<file path="src/rtl/bsg_miniblade_tile_reset_sequencer.sv">
// Purpose : staggered per-tile reset release for a column, plus registered column coordinates.
// Latency : coordinates 1 cycle; tile i released min_assert_p+1+i*(gap_p+1) edges after ASSERT entry.
// Backpres: none; core_reset_i may abort the sequence at any time. Option: BSG_MINIBLADE_RESET_SEQ_EVENT_CNT_EN.
module bsg_miniblade_tile_reset_sequencer #(
   parameter int x_cord_width_p = 4,
   parameter int y_cord_width_p = 4,
   parameter int num_tiles_p    = 4,
   parameter int min_assert_p   = 16,
   parameter int gap_p          = 8
) (
   input  logic                                  clk_i,
   input  logic                                  reset_n_i,
   input  logic                                  core_reset_i,
   input  logic [x_cord_width_p-1:0]             global_x_i,
   input  logic [y_cord_width_p-1:0]             global_y_i,
   output logic [num_tiles_p-1:0]                tile_reset_o,
   output logic                                  done_o,
   output logic [x_cord_width_p-1:0]             global_x_o,
   output logic [num_tiles_p*y_cord_width_p-1:0] global_y_o
`ifdef BSG_MINIBLADE_RESET_SEQ_EVENT_CNT_EN
  ,output logic [15:0]                           reset_event_count_o
`endif
);

   // Counter must hold up to the larger of the two windows.
   localparam int cnt_max     = (min_assert_p > gap_p) ? min_assert_p : gap_p;
   localparam int cnt_width   = $clog2(cnt_max + 1);
   localparam int idx_width   = (num_tiles_p > 1) ? $clog2(num_tiles_p) : 1;
   localparam logic [cnt_width-1:0] assert_last = cnt_width'(min_assert_p - 1);
   localparam logic [cnt_width-1:0] gap_last    = cnt_width'(gap_p - 1);
   localparam logic [idx_width-1:0] idx_last    = idx_width'(num_tiles_p - 1);

   typedef enum logic [1:0] {ASSERT, RELEASE, GAP, DONE} state_t;

   state_t                     state_r, state_n;
   logic [cnt_width-1:0]       cnt_r, cnt_n;
   logic [idx_width-1:0]       idx_r, idx_n;
   logic [num_tiles_p-1:0]     tile_reset_r, tile_reset_n;
   logic                       done_r, done_n;
   logic                       core_reset_r;
   logic [x_cord_width_p-1:0]  x_r;
   logic [y_cord_width_p-1:0]  y_r;

   // Input staging: reset request and coordinates each take one register.
   always_ff @(posedge clk_i) begin
      if (!reset_n_i) begin
         core_reset_r <= 1'b0;
         x_r          <= '0;
         y_r          <= '0;
      end else begin
         core_reset_r <= core_reset_i;
         x_r          <= global_x_i;
         y_r          <= global_y_i;
      end
   end

   // Sequencer state register; outputs are registered here too.
   always_ff @(posedge clk_i) begin
      if (!reset_n_i) begin
         state_r      <= ASSERT;
         cnt_r        <= '0;
         idx_r        <= '0;
         tile_reset_r <= '1;
         done_r       <= 1'b0;
      end else begin
         state_r      <= state_n;
         cnt_r        <= cnt_n;
         idx_r        <= idx_n;
         tile_reset_r <= tile_reset_n;
         done_r       <= done_n;
      end
   end

   // Next-state logic; a reset request outside ASSERT wins over any pending release.
   always_comb begin
      state_n      = state_r;
      cnt_n        = cnt_r;
      idx_n        = idx_r;
      tile_reset_n = tile_reset_r;
      done_n       = done_r;
      if (core_reset_r && (state_r != ASSERT)) begin
         state_n      = ASSERT;
         cnt_n        = '0;
         idx_n        = '0;
         tile_reset_n = '1;
         done_n       = 1'b0;
      end else begin
         case (state_r)
            ASSERT: begin
               tile_reset_n = '1;
               done_n       = 1'b0;
               // Keeps counting during a request so a short pulse does not restart the window.
               if (cnt_r != assert_last) cnt_n = cnt_r + cnt_width'(1);
               if ((cnt_r == assert_last) && !core_reset_r) state_n = RELEASE;
            end
            RELEASE: begin
               for (int i = 0; i < num_tiles_p; i++) begin
                  if (idx_r == idx_width'(i)) tile_reset_n[i] = 1'b0;
               end
               if (idx_r == idx_last) begin
                  state_n = DONE;
                  done_n  = 1'b1;
               end else begin
                  idx_n   = idx_r + idx_width'(1);
                  cnt_n   = '0;
                  state_n = GAP;
               end
            end
            GAP: begin
               if (cnt_r == gap_last) state_n = RELEASE;
               else                   cnt_n   = cnt_r + cnt_width'(1);
            end
            DONE: begin
               tile_reset_n = '0;
               done_n       = 1'b1;
            end
            default: state_n = ASSERT;
         endcase
      end
   end

   assign tile_reset_o = tile_reset_r;
   assign done_o       = done_r;
   assign global_x_o   = x_r;

   // Tile i sits i+1 rows above the base coordinate; the sum wraps at the field width.
   for (genvar i = 0; i < num_tiles_p; i++) begin : g_y
      assign global_y_o[i*y_cord_width_p +: y_cord_width_p] = y_r + y_cord_width_p'(i + 1);
   end

`ifdef BSG_MINIBLADE_RESET_SEQ_EVENT_CNT_EN
   logic [15:0] event_cnt_r;

   // Count rising edges of the staged reset request, saturating.
   always_ff @(posedge clk_i) begin
      if (!reset_n_i) begin
         event_cnt_r <= '0;
      end else if (core_reset_i && !core_reset_r && (event_cnt_r != 16'hFFFF)) begin
         event_cnt_r <= event_cnt_r + 16'd1;
      end
   end

   assign reset_event_count_o = event_cnt_r;
`endif

endmodule
</file>
<file path="config.mk">
export PLATFORM = sky130hd
export DESIGN_NAME = bsg_miniblade_tile_reset_sequencer
export DESIGN_NICKNAME = d
export VERILOG_FILES = /design/src/rtl/bsg_miniblade_tile_reset_sequencer.sv
export SDC_FILE = /design/constraint.sdc
export NUM_CORES = 1
export LEC_CHECK = 0
export BUFFER_PORTS_ARGS = -buffer_cell sky130_fd_sc_hd__buf_2
export CORE_MARGIN = 5
export CORE_UTILIZATION = 53
export DETAILED_ROUTE_END_ITERATION = 8
export PLACE_DENSITY = 0.82
export SYNTH_ARGS = -nofsm -noshare
export SYNTH_HDL_FRONTEND = slang
export SYNTH_SLANG_ARGS = --single-unit
</file>
<file path="constraint.sdc">
create_clock -name clk_i -period 4.7 [get_ports clk_i]
set_input_delay 0.235 -clock clk_i [delete_from_list [all_inputs] [get_ports clk_i]]
set_output_delay 0.235 -clock clk_i [all_outputs]
set_load 0.05 [all_outputs]
</file>
# Word-level counts from Yosys, hierarchy flattened
# Cells that the tools add are included.
[totals] regBits=23 latchBits=0 ram_bits=0 rom_bits=0 in_bits=11 output_inout_bits=25 elab_cells=68 mem_count=0
[classes] addsub=6 mul=0 div_mod_pow=0 magnitude_cmp=0 n_eq_ne=18 n_shift=0 mux=15 bitwise_logic=2 reduce_logical=16
[ops] op="inequality test 2 bit (second input constant)" count=9
[ops] op="2-to-1 mux 5 bit" count=3
[ops] op="case mux 5 bit (3 select lines)" count=1
[ops] op="case mux 4 bit (3 select lines)" count=1
[ops] op="AND reduction 2 bit" count=5
[ops] op="adder 4 x 2 -> 4 bit (second input constant)" count=2
[ops] op="== test 2 bit (second input constant)" count=4
[ops] op="2-to-1 mux 1 bit" count=6
[ops] op="case mux 2 bit (3 select lines)" count=1
[ops] op="nonzero test 3 bit" count=2
[ops] op="adder 5 x 1 -> 5 bit (second input constant)" count=1
[ops] op="== test 5 x 3 -> 1 bit (second input constant)" count=1
[ops] op="== test 5 x 4 -> 1 bit (second input constant)" count=1
[ops] op="inequality test 5 x 4 -> 1 bit (second input constant)" count=1
[ops] op="adder 4 x 1 -> 4 bit (second input constant)" count=1
[ops] op="adder 4 x 3 -> 4 bit (second input constant)" count=1
[ops] op="== test 2 x 1 -> 1 bit (second input constant)" count=2
[ops] op="logical NOT 2 bit" count=2
[ops] op="2-to-1 mux 2 bit" count=2
[ops] op="AND reduction 4 bit" count=1
[ops] op="case mux 1 bit (3 select lines)" count=1
[ops] op="AND reduction 3 bit" count=1
[ops] op="adder 2 x 1 -> 2 bit (second input constant)" count=1
[ops] op="logical AND 1 bit" count=2
[ops] op="4 further kinds" count=5

# Longest topological paths before layout
# Gate-level depths: netlist of run 1.
[depth] ltp_word=4 depth_mapped=7 depth_no_buf=7

# Worst setup path after synthesis of run 1
# No wires, ideal clock.
[synth_path] path_type="register to output" from="reg y_r[1]" to="out global_y_o[11]" arrival_time_ps=1786 t_required_ps=4465 slack_ps=2679 stages_incl_launch_ff=5 n_path_buf=0 path_cell_list="dfxtp_1 -> inv_1 -> ha_1 -> a21oi_1 -> xnor2_1"
[synth_between] elab_chain_cells=1
[synth_rtl] element="from (decl)" line="42" rtl="logic [y_cord_width_p-1:0] y_r;"
[synth_rtl] element="from (signal assigned)" line="53" rtl="y_r <= global_y_i;"
[synth_rtl] element="adder 4 x 2 -> 4 bit" line="128" rtl="assign global_y_o[i*y_cord_width_p +: y_cord_width_p] = y_r + y_cord_width_p'(i + 1);"
[synth_rtl] element="to (decl)" line="19" rtl="output logic [num_tiles_p*y_cord_width_p-1:0] global_y_o"
# Every way passes these cells.

# Worst setup path after layout of run 1
[layout_path] from="reg cnt_r[0]" to="reg cnt_r[0]"
[layout_between] elab_chain_cells=3 word_cells_on_any_way=9 cone_classes="1 x add/sub; 4 x eq/ne; 3 x mux; 1 x reduce/logical"
[layout_rtl] element="from (decl)" line="36" rtl="logic [cnt_width-1:0] cnt_r, cnt_n;"
[layout_rtl] element="from (signal assigned)" line="67" rtl="cnt_r <= cnt_n;"
[layout_rtl] element="adder 5 x 1 -> 5 bit, or another cell as far along" line="93, 111"
[layout_rtl] element="2-to-1 mux 5 bit, or another cell as far along" line="110" rtl="if (cnt_r == gap_last) state_n = RELEASE;"
[layout_rtl] element="case mux 5 bit (3 select lines) / AND reduction 4 bit (equally long branches)"
# Parallel ways exist; a longest one is shown, timed or not. The select of a mux whose other input is x is not followed.
# A chain may end at the register's enable or synchronous reset.

==> flow_metrics.tcl, run 1 <==
set metrics [dict create \
    status "completed" \
    met3WireLength_um 148 \
    ant_nets 0 \
    grt_pass1_vias 861 \
    required_ns 4.94 \
    grt_start_max_net_pins 15 \
    power_density_nw_per_um2 285 \
    htree_levels 1 \
    gp_congestion 0.823 \
    reg2reg_from "cnt_r[0]" \
    worstMarginPinSlew_ns 0.486 \
    clk_path_buf_depth 2 \
    end_kind "register" \
    top_layer "met4" \
    grt_overflow 0 \
    placed_cell_area_um2 1290 \
    dp_hpwl_um 1720 \
    reg2reg_to "cnt_r[0]" \
    clock_latency_ns 0.31 \
    syn_inst 124 \
    n_fill_cell 169 \
    rsz0062_at_grt "false" \
    setup_ws_ns 2.82 \
    viasPerCell 5.16 \
    final_cell_mix "buf_2, dfxtp_1, ha_1" \
    cts_tree "done" \
    grtUsageTotal 0.147 \
    syn_nets 145 \
    wl_met2_um 1160 \
    hp-class "input pin to register" \
    ctsHoldBuffers 0 \
    r2r_slack_ns 2.82 \
    hold-worst-slack_ns 0.117 \
    ys_ff_latch 23 \
    num_vias 939 \
    hold_violations 0 \
    coreArea_um2 2020 \
    drtIter0Drc 21 \
    peakVddDrop_mv 0.228 \
    postCtsSetupBuffers 0 \
    route.final.wire_length_um 2220 \
    io_buffers 35 \
    met1_length_um 886 \
    yosysTopAreaCellShare 0.400 \
    dp_slack_ns 2.90 \
    worstSetupPathType "register to register" \
    max_freq_ghz 0.532 \
    r2r_cells 7 \
    avgSynthCellArea_um2 9.27 \
    die_h_um 56.6 \
    report.final.setup_viol 0 \
    maxCapViolations 0 \
    final_area_um2 1320 \
    initial_core_util 0.569 \
    grt_pass1_wl_um 3730 \
    wl_per_cell_um 12.2 \
    die_x_um 56.6 \
    drive_above_1_share 0.265 \
    die_area_um2 3200 \
    numCtsBuffers 3 \
    grt_antenna_before_repair 0 \
    worstSetupEndpoint "cnt_r[0]" \
    antenna_cells 0 \
    drc 0 \
    num_rows 16 \
    cp_max_fo 7 \
    yosysSeqAreaShare 0.400 \
    slew_violations 0 \
    ys_warn_count 0 \
    skew_ns 0.00288 \
    leakage_uw 0.000596 \
    layout_commonest_cell "buf_2" \
    pin_count 36 \
    cts_resized 0 \
    yosys-top-cells-area "dfxtp_1, ha_1, and2_1" \
    critPathLaunch "cnt_r[0]" \
    synth_area_um2 1150 \
    startpoint_type "register" \
    final.min_clock_period_ns 1.88 \
    finalPower_uw 375 \
    cts.sinks 23 \
    nNetsFinal 177 \
    cts-root-buf "clkbuf_4" \
    worstPathArrival_ns 2.12 \
    ys_types 30 \
    syn_to_final_growth_pct 14.4 \
    synth_area_leader_cell "dfxtp_1" \
    period_share 0.400 \
    tns_ns 0 \
    slew_headroom 0.675 \
    clk_pin_slew_worst_paths_ns 0.12 \
    first_pass_iters 4 \
]
-- stage by stage --
| stage | instances | utilization |
|---|---|---|
| 2_1_floorplan | 124 | - |
| 3_3_place_gp | 178 | 0.637 |
| 3_5_place_dp | 178 | 0.637 |
| 4_1_cts | 182 | 0.650 |
| 5_1_grt | 182 | 0.650 |
| 6_report | 182 | 0.650 |
-- where the power goes --
group | internal, µW | leakage [µW] | switching [µW] | total [µW]
sequential | 201 | 0.000189 | 5.45 | 207
clock | 33.2 | 0.0000150 | 56.7 | 89.9
combinational | 19.8 | 0.000393 | 59.1 | 78.9
-- how the worst min path moves through the flow --
| stage | slack (ns) | depth (start not counted) | from | endpoint |
|---|---|---|---|---|
| 6_report | 0.12 | 2 | core_reset_i | core_reset_r |
| 5_1_grt | 0.10 | 2 | global_x_i[0] | global_x_o[0] |
| 4_1_cts | 0.12 | 2 | global_x_i[0] | global_x_o[0] |
| 3_5_place_dp | 0.45 | 2 | core_reset_i | core_reset_r |
| 3_3_place_gp | 0.44 | 2 | global_x_i[0] | global_x_o[0] |
| 2_1_floorplan | 0.36 | 1 | reset_n_i | core_reset_r |
-- cell usage after synthesis --
cell type / instances
a21oi_1: 9
dfxtp_1: 23
nand4_1: 1
xor2_1: 3
nor4b_2: 1
and3_1: 2
nand4b_1: 1
nor3b_2: 1
buf_6: 2
nand2_1: 5
nor2b_1: 1
o21ai_0: 5
nor3_1: 4
nand3b_1: 1
buf_4: 4
dlymetal6s2s_1: 1
ha_1: 10
inv_1: 9
a21oi_2: 1
xnor2_1: 4
nand3_1: 4
o22ai_1: 1
a21o_1: 1
a31oi_1: 2
and2_1: 9
buf_2: 1
a211o_1: 4
nor2_1: 6
or4_1: 2
nand2b_1: 6
-- final cells by class --
cell class              count  area [µm²]  area share
flip-flops and latches     23         460       0.350
inverters                   9        33.8      0.0257
repair buffers             35         175       0.133
well taps                  27        33.8      0.0257
clock buffers               4        26.3      0.0200
multi-input cells          84         586       0.445
-- logic make-up (layout without fill, tap and decap cells) --
group	after synthesis	after routing	synth area share
compound gates	23	23	0.122
xor+xnor	7	7	0.0533
fa+ha+maj	10	10	0.109
buf+inv	17	48	0.0903
flops	23	23	0.400
simple gates	44	44	0.225
-- routing by layer --
metal,vias up,GRT usage
met5,-,0
li1,476,-
met1,429,0.157
met3,4,0.0505
met4,0,0.0475
met2,30,0.266
-- critical path, cell delays in order (launching register included) --
cell,delay [ns]
dfxtp_1,0.36
ha_1,0.25
and3_1,0.20
ha_1,0.17
nand2b_1,0.13
a21oi_2,0.11
or4_1,0.43
a21oi_1,0.15
-- flip-flops by register name, indices dropped and copies added, names as in the netlist --
signal and count:
tile_reset_o 4, done_o 1, y_r 4, idx_r 2, global_x_o 4, core_reset_r 1
state_r 2, cnt_r 5
(Power assumes the default switching activity.)
==> run 2: changes to the inputs <==
Settings changed: CORE_UTILIZATION 53 to 45, PLACE_DENSITY 0.82 to 0.75.
Clock period 4.7 ns to 1.7 ns, I/O delays scaled along.
==> run 2 against run 1 <==
Effect of this change: final cell count increased by 13%; global-route usage grew 2.3 points; largest cell class unchanged; critical path depth unchanged; clock power grew to 2.8 times the previous value; via count rose by 13%; register-to-register slack got worse by 2.8 ns; sequential power grew to 2.8 times the previous value; clock-buffer cell count down 1; power grew to 2.9 times the previous value; critical path type unchanged; clock skew is 0.0034 ns higher.
==> flow_metrics.tcl, run 2 (synthesis results as in run 1) <==
set metrics [dict create \
    cpMostUsedCell "ha_4" \
    cp_max_fo 4 \
    cts.sinks 23 \
    period_share 0.972 \
    pin_count 36 \
    leakage_uw 0.000713 \
    required_ns 1.94 \
    layout_commonest_cell "buf_2" \
    clk_path_buf_depth 2 \
    wl_per_cell_um 13.0 \
    crit_family "simple AND/OR/NAND/NOR gates" \
    final_core_util 0.646 \
    die_x_um 60.6 \
    num_rows 18 \
    nNetsFinal 198 \
    r2r_slack_ns 0.05 \
    peakVddDrop_mv 0.437 \
    startpoint_type "register" \
    whs_endpoint "global_x_o[1]" \
    die_h_um 60.6 \
    route.final.wire_length_um 2680 \
    finalNonFillerCells 206 \
    skew_ns 0.00629 \
    hold-worst-slack_ns 0.0786 \
    htree_levels 1 \
    crit_slowest_cell "or4_4" \
    n_fill_cell 216 \
    rsz0062_at_grt "true" \
    status "completed" \
    ant_nets 0 \
    end_kind "register" \
    dp_cells 189 \
    gp_congestion 0.840 \
    hp-class "input pin to register" \
    largest_reg_flops 5 \
    drc 0 \
    grtUsageTotal 0.170 \
    met1_usage 0.192 \
    path_cells "ha_4, and3_4, ha_4, nand2b_4, a21oi_4, or4_4, a21oi_2" \
    grt_busiest_layer "met2" \
    slew_headroom 0.660 \
    first_pass_iters 4 \
    clock_latency_ns 0.31 \
    antenna_cells 0 \
    coreArea_um2 2450 \
    io_buffers 35 \
    clk_pin_slew_worst_paths_ns 0.13 \
    drive_above_1_share 0.392 \
    numCtsBuffers 3 \
    drtIter0Drc 25 \
    grt_pass1_wl_um 4650 \
    hp-start "reset_n_i" \
    hold_depth 2 \
    path_buf_inv 0 \
    power_density_nw_per_um2 685 \
    initial_core_util 0.468 \
    viasPerCell 5.14 \
    grt_start_max_net_pins 15 \
    met3_usage 0.0255 \
    maxCapViolations 0 \
    hold_violations 0 \
    syn_to_final_growth_pct 38.0 \
    slew_violations 0 \
    worstMarginPinSlew_ns 0.509 \
    cts-root-buf "clkbuf_4" \
    num_vias 1059 \
    met2_usage 0.313 \
    grt_overflow 0 \
    reg2reg_from "cnt_r[1]" \
    grt_antenna_before_repair 0 \
    max_freq_ghz 0.605 \
    cpPeakStageDelay_ns 0.43 \
    worstSetupPathType "register to register" \
    tns_ns 0 \
    grt_pass1_vias 1075 \
    r2r_cells 7 \
    die_area_um2 3670 \
    dp_hpwl_um 1840 \
    final_cell_mix "buf_2, dfxtp_1, buf_4" \
    regMostFlops "cnt_r" \
    report.final.setup_viol 0 \
    final.min_clock_period_ns 1.65 \
    worstPathArrival_ns 1.89 \
    reg2reg_to "cnt_r[0]" \
    cts_tree "done" \
]
## run 2: cell type report
| cell class | count | area, µm² | area share |
|---|---|---|---|
| clock inverter | 1 | 5.00 | 0.00315 |
| timing repair buffer | 56 | 362 | 0.228 |
| tap | 30 | 37.5 | 0.0237 |
| inverter | 9 | 33.8 | 0.0213 |
| clock buffer | 3 | 22.5 | 0.0142 |
| multi-input combinational | 84 | 659 | 0.416 |
| sequential | 23 | 467 | 0.294 |
## run 2: worst max-delay path by stage
| stage | start | endpoint | cells past startpoint |
|---|---|---|---|
| 2_1_floorplan | cnt_r[0] | cnt_r[0] | 7 |
| 3_3_place_gp | cnt_r[0] | cnt_r[4] | 5 |
| 3_5_place_dp | cnt_r[0] | cnt_r[0] | 7 |
| 4_1_cts | cnt_r[1] | cnt_r[0] | 7 |
| 5_1_grt | cnt_r[1] | cnt_r[0] | 9 |
| 6_report | cnt_r[1] | cnt_r[0] | 7 |
## run 2: timing repair
action                     in CTS  in global routing
gates resized for setup        14                  5
setup endpoints to repair       3                  7
buffers inserted                4                  1
pin swaps                       8                  8
hold endpoints to repair        9                  0
hold buffers                    9                  0
## run 2: stage by stage
step / power, µW / worst slack, ns / cell area, µm²
floorplan: 764 / 0.0250 / 1170
global placement: 805 / 0.0402 / 1370
detailed placement: 811 / -0.0475 / 1370
CTS: 1090 / -0.0320 / 1580
global route: 1140 / -0.00827 / 1590
finish: 1090 / 0.0473 / 1590
## run 2: power by group
part           leakage, µW  switching, µW  total [µW]  internal (µW)
combinational     0.000505            173         258           85.9
sequential        0.000190           16.3         574            558
clock            0.0000177            167         255           87.9
## run 2: routing by layer
metal | part of all wire | up-vias
li1 | - | 523
met2 | 0.54 | 25
met3 | 0.058 | 8
met4 | 0.023 | 0
met5 | 0 | -
met1 | 0.38 | 503
==> run 3: changes to the inputs <==
Settings changed: CORE_MARGIN 5 to 1, SETUP_SLACK_MARGIN set to 0.1.
==> run 3 against run 2 <==
Effect of this change: clock power rose by 5%; largest cell class unchanged; largest power group unchanged; non-clock buffer count is 3 lower; critical path type unchanged; sequential share of layout area grew 0.43 points; utilization up 3.9 points; critical endpoint unchanged; wire length decreased by 7.0%; clock skew is 0.0011 ns lower.
==> flow_metrics.tcl, run 3 (synthesis results as in run 1) <==
set metrics [dict create \
    cpMostUsedCell "ha_4" \
    route.final.wire_length_um 2490 \
    slew_violations 0 \
    finalPower_uw 1100 \
    grtUsageTotal 0.213 \
    gp_congestion 0.828 \
    slew_headroom 0.731 \
    cts-root-buf "clkbuf_4" \
    leakage_uw 0.000695 \
    wl_per_cell_um 12.4 \
    report.final.setup_viol 0 \
    viasPerCell 5.07 \
    die_area_um2 2760 \
    die_h_um 52.6 \
    skew_ns 0.00515 \
    placed_cell_area_um2 1400 \
    clk_pin_slew_worst_paths_ns 0.13 \
    num_vias 1019 \
    grt_pass1_vias 957 \
    maxCapViolations 0 \
    antenna_cells 0 \
    crit_slowest_cell "or4_1" \
    clk_path_buf_depth 2 \
    cts.sinks 23 \
    multi_input_area_um2 674 \
    io_buffers 35 \
    tns_ns 0 \
    startpoint_type "register" \
    cts_tree "done" \
    cp_max_fo 7 \
    worstPathArrival_ns 1.90 \
    period_share 0.965 \
    dp_hpwl_um 1640 \
    regMostFlops "cnt_r" \
    worstMarginPinSlew_ns 0.403 \
    coreArea_um2 2320 \
    drive_above_1_share 0.422 \
    power_frac_comb 0.235 \
    ant_nets 0 \
    worstSetupPathType "register to register" \
    largest_reg_flops 5 \
    seqPwrFrac 0.523 \
    pin_count 36 \
    required_ns 1.96 \
    layout_commonest_cell "buf_2" \
    rsz0062_at_grt "true" \
    max_freq_ghz 0.610 \
    numCtsBuffers 3 \
    grt_pass1_wl_um 4150 \
    die_x_um 52.6 \
    n_fill_cell 184 \
    r2r_slack_ns 0.06 \
    nNetsFinal 195 \
    switching_share 0.333 \
    path_buf_inv 0 \
    power_density_nw_per_um2 693 \
    power_frac_clock 0.243 \
    final_cell_mix "buf_2, dfxtp_1, buf_4" \
    intPower_uw 735 \
    grt_overflow 0 \
    drc 0 \
    seq_area_um2 474 \
    p_switching_uw 367 \
    cpPeakStageDelay_ns 0.49 \
    num_rows 17 \
    grt_start_max_net_pins 15 \
    crit_family "simple AND/OR/NAND/NOR gates" \
    peakVddDrop_mv 0.598 \
    grt_antenna_before_repair 0 \
    htree_levels 1 \
    final_core_util 0.685 \
    clock_latency_ns 0.33 \
    status "completed" \
    final_area_um2 1590 \
    final.min_clock_period_ns 1.64 \
    end_kind "register" \
    initial_core_util 0.496 \
    syn_to_final_growth_pct 38.2 \
    path_cells "ha_4, and3_4, ha_4, nand2b_4, a21oi_4, or4_1, a21oi_2" \
    hp-class "input pin to register" \
    hold_violations 0 \
    first_pass_iters 4 \
    drtIter0Drc 14 \
]
run 3: what timing repair did:
item,CTS,global route
setup endpoints to repair,5,10
hold buffers,9,0
hold endpoints to repair,9,0
gates resized for setup,7,10
setup buffers,4,0
pin swaps,0,2
run 3: stage by stage:
step           setup slack [ns]  hold WS, ns  cells
2_1_floorplan             0.106        0.207    124
3_3_place_gp             0.0995        0.292    184
3_5_place_dp             0.0607        0.294    184
4_1_cts                  0.0579       0.0530    201
5_1_grt                0.000582       0.0602    201
6_report                 0.0601       0.0634    201
run 3: area by class of cell:
| cell class | count | area share |
|---|---|---|
| timing repair buffer | 53 | 0.215 |
| clock buffer | 3 | 0.0142 |
| tap | 28 | 0.0220 |
| clock inverter | 1 | 0.00472 |
| sequential | 23 | 0.298 |
| multi-input combinational | 84 | 0.424 |
| inverter | 9 | 0.0213 |
run 3: worst paths after layout:
kind / from / to / depth (start not counted)
hold reg to reg: cnt_r[4] / cnt_r[4] / 2
setup reg to reg: cnt_r[1] / cnt_r[0] / 7
hold / removal: reset_n_i / core_reset_r / 2
setup / recovery: cnt_r[1] / cnt_r[0] / 7
run 3: power by group through the flow:
stage	sequential, µW	combinational [µW]	clock [µW]
final	576	259	267
after global routing	578	276	300
after CTS	576	257	278
after detailed placement	588	227	0
after global placement	587	225	0
after floorplan	603	167	0
run 3: metal layers:
layer	share of wire	vias up	global-route usage
li1	-	511	-
met1	0.42	473	0.224
met2	0.51	26	0.382
met3	0.038	9	0.0406
met4	0.033	0	0.132
met5	0	-	0
